$ cat config.mk
export PLATFORM = sky130hd
export DESIGN_NAME = rx_share_arbiter
export DESIGN_NICKNAME = d
export VERILOG_FILES = /design/src/rtl/rx_share_arbiter.sv
export SDC_FILE = /design/constraint.sdc
export NUM_CORES = 1
export LEC_CHECK = 0
export ABC_AREA = 1
export CAP_MARGIN = 40
export CORE_AREA = 2 2 67 69
export CTS_CLUSTER_SIZE = 14
export DETAILED_ROUTE_END_ITERATION = 7
export DIE_AREA = 0 0 69 71
export PLACE_DENSITY = 0.83
export SKIP_CTS_REPAIR_TIMING = 1
export SLEW_MARGIN = 25
export SYNTH_ARGS = -nofsm -noshare
export SYNTH_HDL_FRONTEND = slang
export SYNTH_SLANG_ARGS = --single-unit
$ cat constraint.sdc
create_clock -name clk -period 2 [get_ports clk]
set_input_delay 0.6 -clock clk [delete_from_list [all_inputs] [get_ports clk]]
set_output_delay 0.6 -clock clk [all_outputs]
set_load 0.05 [all_outputs]
$ cat src/rtl/rx_share_arbiter.sv
// rx_share_arbiter: shares one subcomponent datapath between two 10-bit
// receive requesters (data_rx_1 / data_rx_2).
//
// A round-robin arbiter grants one requester word per cycle into a registered
// request slot toward the subcomponent. The owner of every granted word is
// pushed into a tag FIFO. In-order responses from the subcomponent pop the
// FIFO and are steered back to the owning requester one cycle later.
//
// Ports:
//   clk, rst                  clock, asynchronous active-high reset
//   enable                    gates new grants only
//   req1_valid/data/ready     requester 1 handshake (ready is combinational)
//   req2_valid/data/ready     requester 2 handshake (ready is combinational)
//   sub_valid/data/ready      request slot toward the shared subcomponent
//   sub_rsp_valid/data        in-order responses from the subcomponent
//   rsp1_valid, rsp2_valid    one-cycle response strobes per requester
//   rsp_data                  response word, shared by both strobes
//   outstanding               tag FIFO occupancy
//   err_orphan                sticky: response seen with nothing in flight
//
// OUTST must be a power of two (2..16) so the FIFO pointers wrap naturally.

module rx_share_arbiter #(
   parameter int unsigned DWIDTH = 10,
   parameter int unsigned OUTST  = 4
) (
   input  logic                     clk,
   input  logic                     rst,
   input  logic                     enable,
   input  logic                     req1_valid,
   input  logic [DWIDTH-1:0]        req1_data,
   output logic                     req1_ready,
   input  logic                     req2_valid,
   input  logic [DWIDTH-1:0]        req2_data,
   output logic                     req2_ready,
   output logic                     sub_valid,
   output logic [DWIDTH-1:0]        sub_data,
   input  logic                     sub_ready,
   input  logic                     sub_rsp_valid,
   input  logic [DWIDTH-1:0]        sub_rsp_data,
   output logic                     rsp1_valid,
   output logic                     rsp2_valid,
   output logic [DWIDTH-1:0]        rsp_data,
   output logic [$clog2(OUTST):0]   outstanding,
   output logic                     err_orphan
);

   localparam int unsigned PW = $clog2(OUTST);
   localparam int unsigned CW = PW + 1;

   // Registered state
   logic                r_sub_valid;
   logic [DWIDTH-1:0]   r_sub_data;
   logic                r_rsp1_valid;
   logic                r_rsp2_valid;
   logic [DWIDTH-1:0]   r_rsp_data;
   logic [CW-1:0]       r_count;
   logic                r_err_orphan;
   logic                r_last_req2;   // 1: requester 2 was granted last
   logic [OUTST-1:0]    r_tag;         // 0 = req1 owns the word, 1 = req2
   logic [PW-1:0]       r_wr_ptr;
   logic [PW-1:0]       r_rd_ptr;

   // Combinational decode
   logic                w_slot_free;
   logic                w_can_grant;
   logic                w_win_req2;
   logic                w_grant;
   logic                w_pop;
   logic                w_orphan;
   logic                w_head_tag;

   // Grant decision and response classification
   always_comb begin
      w_slot_free = !r_sub_valid || sub_ready;
      // Registered occupancy only: a same-cycle pop never frees room here.
      w_can_grant = enable && w_slot_free && (r_count < CW'(OUTST));
      // Requester 2 wins when alone, or when both are valid and req1 went last.
      w_win_req2  = req2_valid && (!req1_valid || !r_last_req2);
      w_grant     = w_can_grant && (req1_valid || req2_valid);
      w_pop       = sub_rsp_valid && (r_count != '0);
      w_orphan    = sub_rsp_valid && (r_count == '0);
      w_head_tag  = r_tag[r_rd_ptr];
   end

   assign req1_ready = w_grant && !w_win_req2;
   assign req2_ready = w_grant &&  w_win_req2;

   // Request slot toward the subcomponent; holds until accepted
   always_ff @(posedge clk or posedge rst) begin
      if (rst) begin
         r_sub_valid <= 1'b0;
         r_sub_data  <= '0;
      end else if (w_grant) begin
         r_sub_valid <= 1'b1;
         r_sub_data  <= w_win_req2 ? req2_data : req1_data;
      end else if (sub_ready) begin
         r_sub_valid <= 1'b0;
      end
   end

   // Round-robin pointer moves only on a grant
   always_ff @(posedge clk or posedge rst) begin
      if (rst) begin
         r_last_req2 <= 1'b1;
      end else if (w_grant) begin
         r_last_req2 <= w_win_req2;
      end
   end

   // Tag FIFO storage and pointers
   always_ff @(posedge clk or posedge rst) begin
      if (rst) begin
         r_tag    <= '0;
         r_wr_ptr <= '0;
         r_rd_ptr <= '0;
      end else begin
         if (w_grant) begin
            r_tag[r_wr_ptr] <= w_win_req2;
            r_wr_ptr        <= r_wr_ptr + PW'(1);
         end
         if (w_pop) begin
            r_rd_ptr <= r_rd_ptr + PW'(1);
         end
      end
   end

   // Occupancy: simultaneous push and pop leave it unchanged
   always_ff @(posedge clk or posedge rst) begin
      if (rst) begin
         r_count <= '0;
      end else begin
         case ({w_grant, w_pop})
            2'b10:   r_count <= r_count + CW'(1);
            2'b01:   r_count <= r_count - CW'(1);
            default: r_count <= r_count;
         endcase
      end
   end

   // Response steering; rsp_data holds between strobes
   always_ff @(posedge clk or posedge rst) begin
      if (rst) begin
         r_rsp1_valid <= 1'b0;
         r_rsp2_valid <= 1'b0;
         r_rsp_data   <= '0;
      end else begin
         r_rsp1_valid <= w_pop && !w_head_tag;
         r_rsp2_valid <= w_pop &&  w_head_tag;
         if (w_pop) begin
            r_rsp_data <= sub_rsp_data;
         end
      end
   end

   // Sticky orphan-response flag
   always_ff @(posedge clk or posedge rst) begin
      if (rst) begin
         r_err_orphan <= 1'b0;
      end else if (w_orphan) begin
         r_err_orphan <= 1'b1;
      end
   end

   assign sub_valid   = r_sub_valid;
   assign sub_data    = r_sub_data;
   assign rsp1_valid  = r_rsp1_valid;
   assign rsp2_valid  = r_rsp2_valid;
   assign rsp_data    = r_rsp_data;
   assign outstanding = r_count;
   assign err_orphan  = r_err_orphan;

endmodule

==> impl_metrics.csv <==
group,metric,value,unit
place,dp.cells,334,
sta,worst_slew_pin_slew,0.3117,ns
yosys,synth_top_area_share,50.61,%
critical_path,crit_fanout,5,
yosys,yosysMostFrequentCell,"nand2_1",
die,dieHeight,71,um
yosys,ys_warn_count,0,
yosys,ys_ff_latch,36,
layout,fill_cells,360,
yosys,yosysSeqAreaShare,52.13,%
critical_path,cpPeakStageDelay,0.42,ns
drt,first_pass_iters,4,
sta,min_period_over_period,97.32,%
drt,vias,1618,
layout,final_util,63.24,%
critical_path,path_class,"register to output port",
yosys,synth_cells,211,
yosys,synth_area_per_cell,8.201,um2
yosys,async_flop_share,100.0,%
sta,totalNegativeSetupSlack,0,ns
drt,drt_wl_total,3.807,mm
layout,diodes,0,
critical_path,slowest_stage,"dfrtp_2",
clocking,cts-root-buf,"clkbuf_8",
critical_path,crit_start,"outstanding[2]",
die,core_region_area,0.004204,mm2
min_path,hold_path_class,"register to register",
place,port_buffers,65,
yosys,syn_nets,254,
sta,relSlewSlack,79.22,%
layout,layout-drive-gt1-share,25.00,%
yosys,yosys-top-cells-count,"nand2_1, dfrtp_1, nand3_1, inv_1, ha_1",
critical_path,crit_path_end_kind,"output port",
die,die-area,0.004899,mm2
sta,grt_setup_unrepaired,"yes",
clocking,clk_pin_slew,0.07,ns
place,gp_congestion,0.7535,
global_route,grt_usage,16.80,%
yosys,synth_top_area_cell,"dfrtp_1",
global_route,grt_pass1_wl,6.679,mm
die,start_util,41.16,%
yosys,yosys-top-cells-area,"dfrtp_1, nand2_1, nand3_1",
pwr,vdd_ir_drop_max,0.0009005,V
critical_path,required,1.40,ns
yosys,synth_ff_type,"dfrtp_1",
sta,finalSetupViolCount,0,
min_path,hold_depth,2,
critical_path,startpoint_type,"register",
sta,hold_viol_final,0,
global_route,antenna_found_initial,0,
clocking,cts_made_buffers,5,
clocking,clkLatencyLatePin,0.28,ns
clocking,cts_tree,"done",
layout,area_growth,53.65,%
run,maxCapViolCount,0,
outcome,status,"finished, final reports clean",
global_route,grt_pass1_vias,1573,
layout,instances_no_fill,344,
sta,period_needed,1.946,ns
critical_path,reg2reg_from,"outstanding[2]",
critical_path,arrival,1.35,ns
drt,avgViaCountPerCell,4.703,
clocking,cts.sinks,36,
critical_path,rr_worst_depth,9,
drt,drc,0,
critical_path,cp_cell_sequence,"inv_4 > nand2_4 > nor2_8 > nand2_8 > nor2_4 > buf_12",
place,dpl.hpwl,2.941,mm
drt,ant_nets,0,
min_path,hp-start,"r_tag[2]",
sta,fmax,513.8,MHz
die,placementRows,24,
sta,drv_slew,0,
clocking,htree_levels,2,
yosys,ys_types,25,
layout,finalNetCount,334,
clocking,ctsLongestPathBuffers,2,
yosys,synth-edff-count,0,
die,fp.dieW,69,um
global_route,grt_max_degree,37,
pwr,finalPower,4.192,mW
pwr,p_per_area,1577,mW/mm2
global_route,grt_overflow,0,
drt,wire_per_inst,11.07,um
drt,drtIter0Drc,64,
die,num_io_pins,66,
pwr,p_leak,1.418,nW
sta,finalClockSkew,0.003688,ns
yosys,syn_area,0.001730,mm2
cells by family (layout without fill, tap and decap cells):
logic type                 count (synthesis)  after routing  synth area share, %
AOI/OAI and AO/OA                          7              7                2.169
DFF                                       36             36                52.13
and+or+nand+nor                          137            137                33.48
xor gates and xnor gates                   4              4                2.025
buffers and inverters                     21            102                5.423
adders and majority gates                  6              6                4.772
state kept, by name, indices dropped and copies added (netlist names):
| register | count |
|---|---|
| r_last_req2 | 1 |
| rsp2_valid | 1 |
| outstanding | 3 |
| r_wr_ptr | 2 |
| rsp_data | 10 |
| r_tag | 4 |
| rsp1_valid | 1 |
| sub_data | 10 |
| err_orphan | 1 |
| r_rd_ptr | 2 |
| sub_valid | 1 |
layer usage:
layer	vias to the layer above	track usage (%)	wire length, um
met5	-	0	0
met4	0	6.536	57
met3	5	5.271	264
met2	55	30.24	1897
met1	739	18.55	1588
li1	819	-	-
cell type report:
| class | instances | area [um2] | area share (%) |
|---|---|---|---|
| flip-flops and latches | 36 | 907.1 | 34.12 |
| repair buffers | 80 | 733.2 | 27.58 |
| multi-input cells | 154 | 790.8 | 29.74 |
| clock inverters | 2 | 35.03 | 1.318 |
| well taps | 52 | 65.06 | 2.447 |
| clock buffers | 6 | 72.57 | 2.729 |
| inverters | 14 | 55.05 | 2.071 |
worst max-delay path: cells and delay by family (launching register included):
| kind | cells | cell delay, ns |
|---|---|---|
| AND/OR/NAND/NOR | 4 | 0.42 |
| buffers and inverters | 2 | 0.22 |
| flip-flops | 1 | 0.42 |
final timing paths:
check	end	slack, ns
max	req1_ready	0.05
min	r_tag[2]	0.47
max reg2reg	outstanding[1]	0.19
min reg2reg	r_tag[2]	0.47
max in group asynchronous	r_last_req2	1.08
min in group asynchronous	sub_data[1]	0.66
stage by stage:
stage | hold slack [ns] | setup slack (ns) | area, um2
after detailed placement | 0.4622 | -0.4188 | 2510
after CTS | 0.4792 | -0.3551 | 2618
after floorplan | 0.4420 | 0.01260 | 1777
after global placement | 0.4605 | -0.3727 | 2510
after global routing | 0.4961 | -0.01762 | 2659
final | 0.4744 | 0.05369 | 2659
power by group:
part           internal, mW  switching, mW
clock                 0.370          0.251
sequential             1.06          0.219
combinational         0.781           1.51
placed cells by master, fill, tap and decap left out, types with 2 or more instances in the layout:
cell type,n
clkbuf_8,5
a21oi_1,3
nor2_4,3
o21ai_0,2
dfrtp_1,31
inv_2,5
buf_4,41
xnor2_1,2
buf_12,3
dfrtp_2,4
inv_1,8
ha_1,4
nand2_1,107
nand3_1,16
xor2_1,2
nand4_1,4
nand2_4,2
dlymetal6s2s_1,4
clkdlybuf4s50_1,31
(Power assumes the default switching activity.)
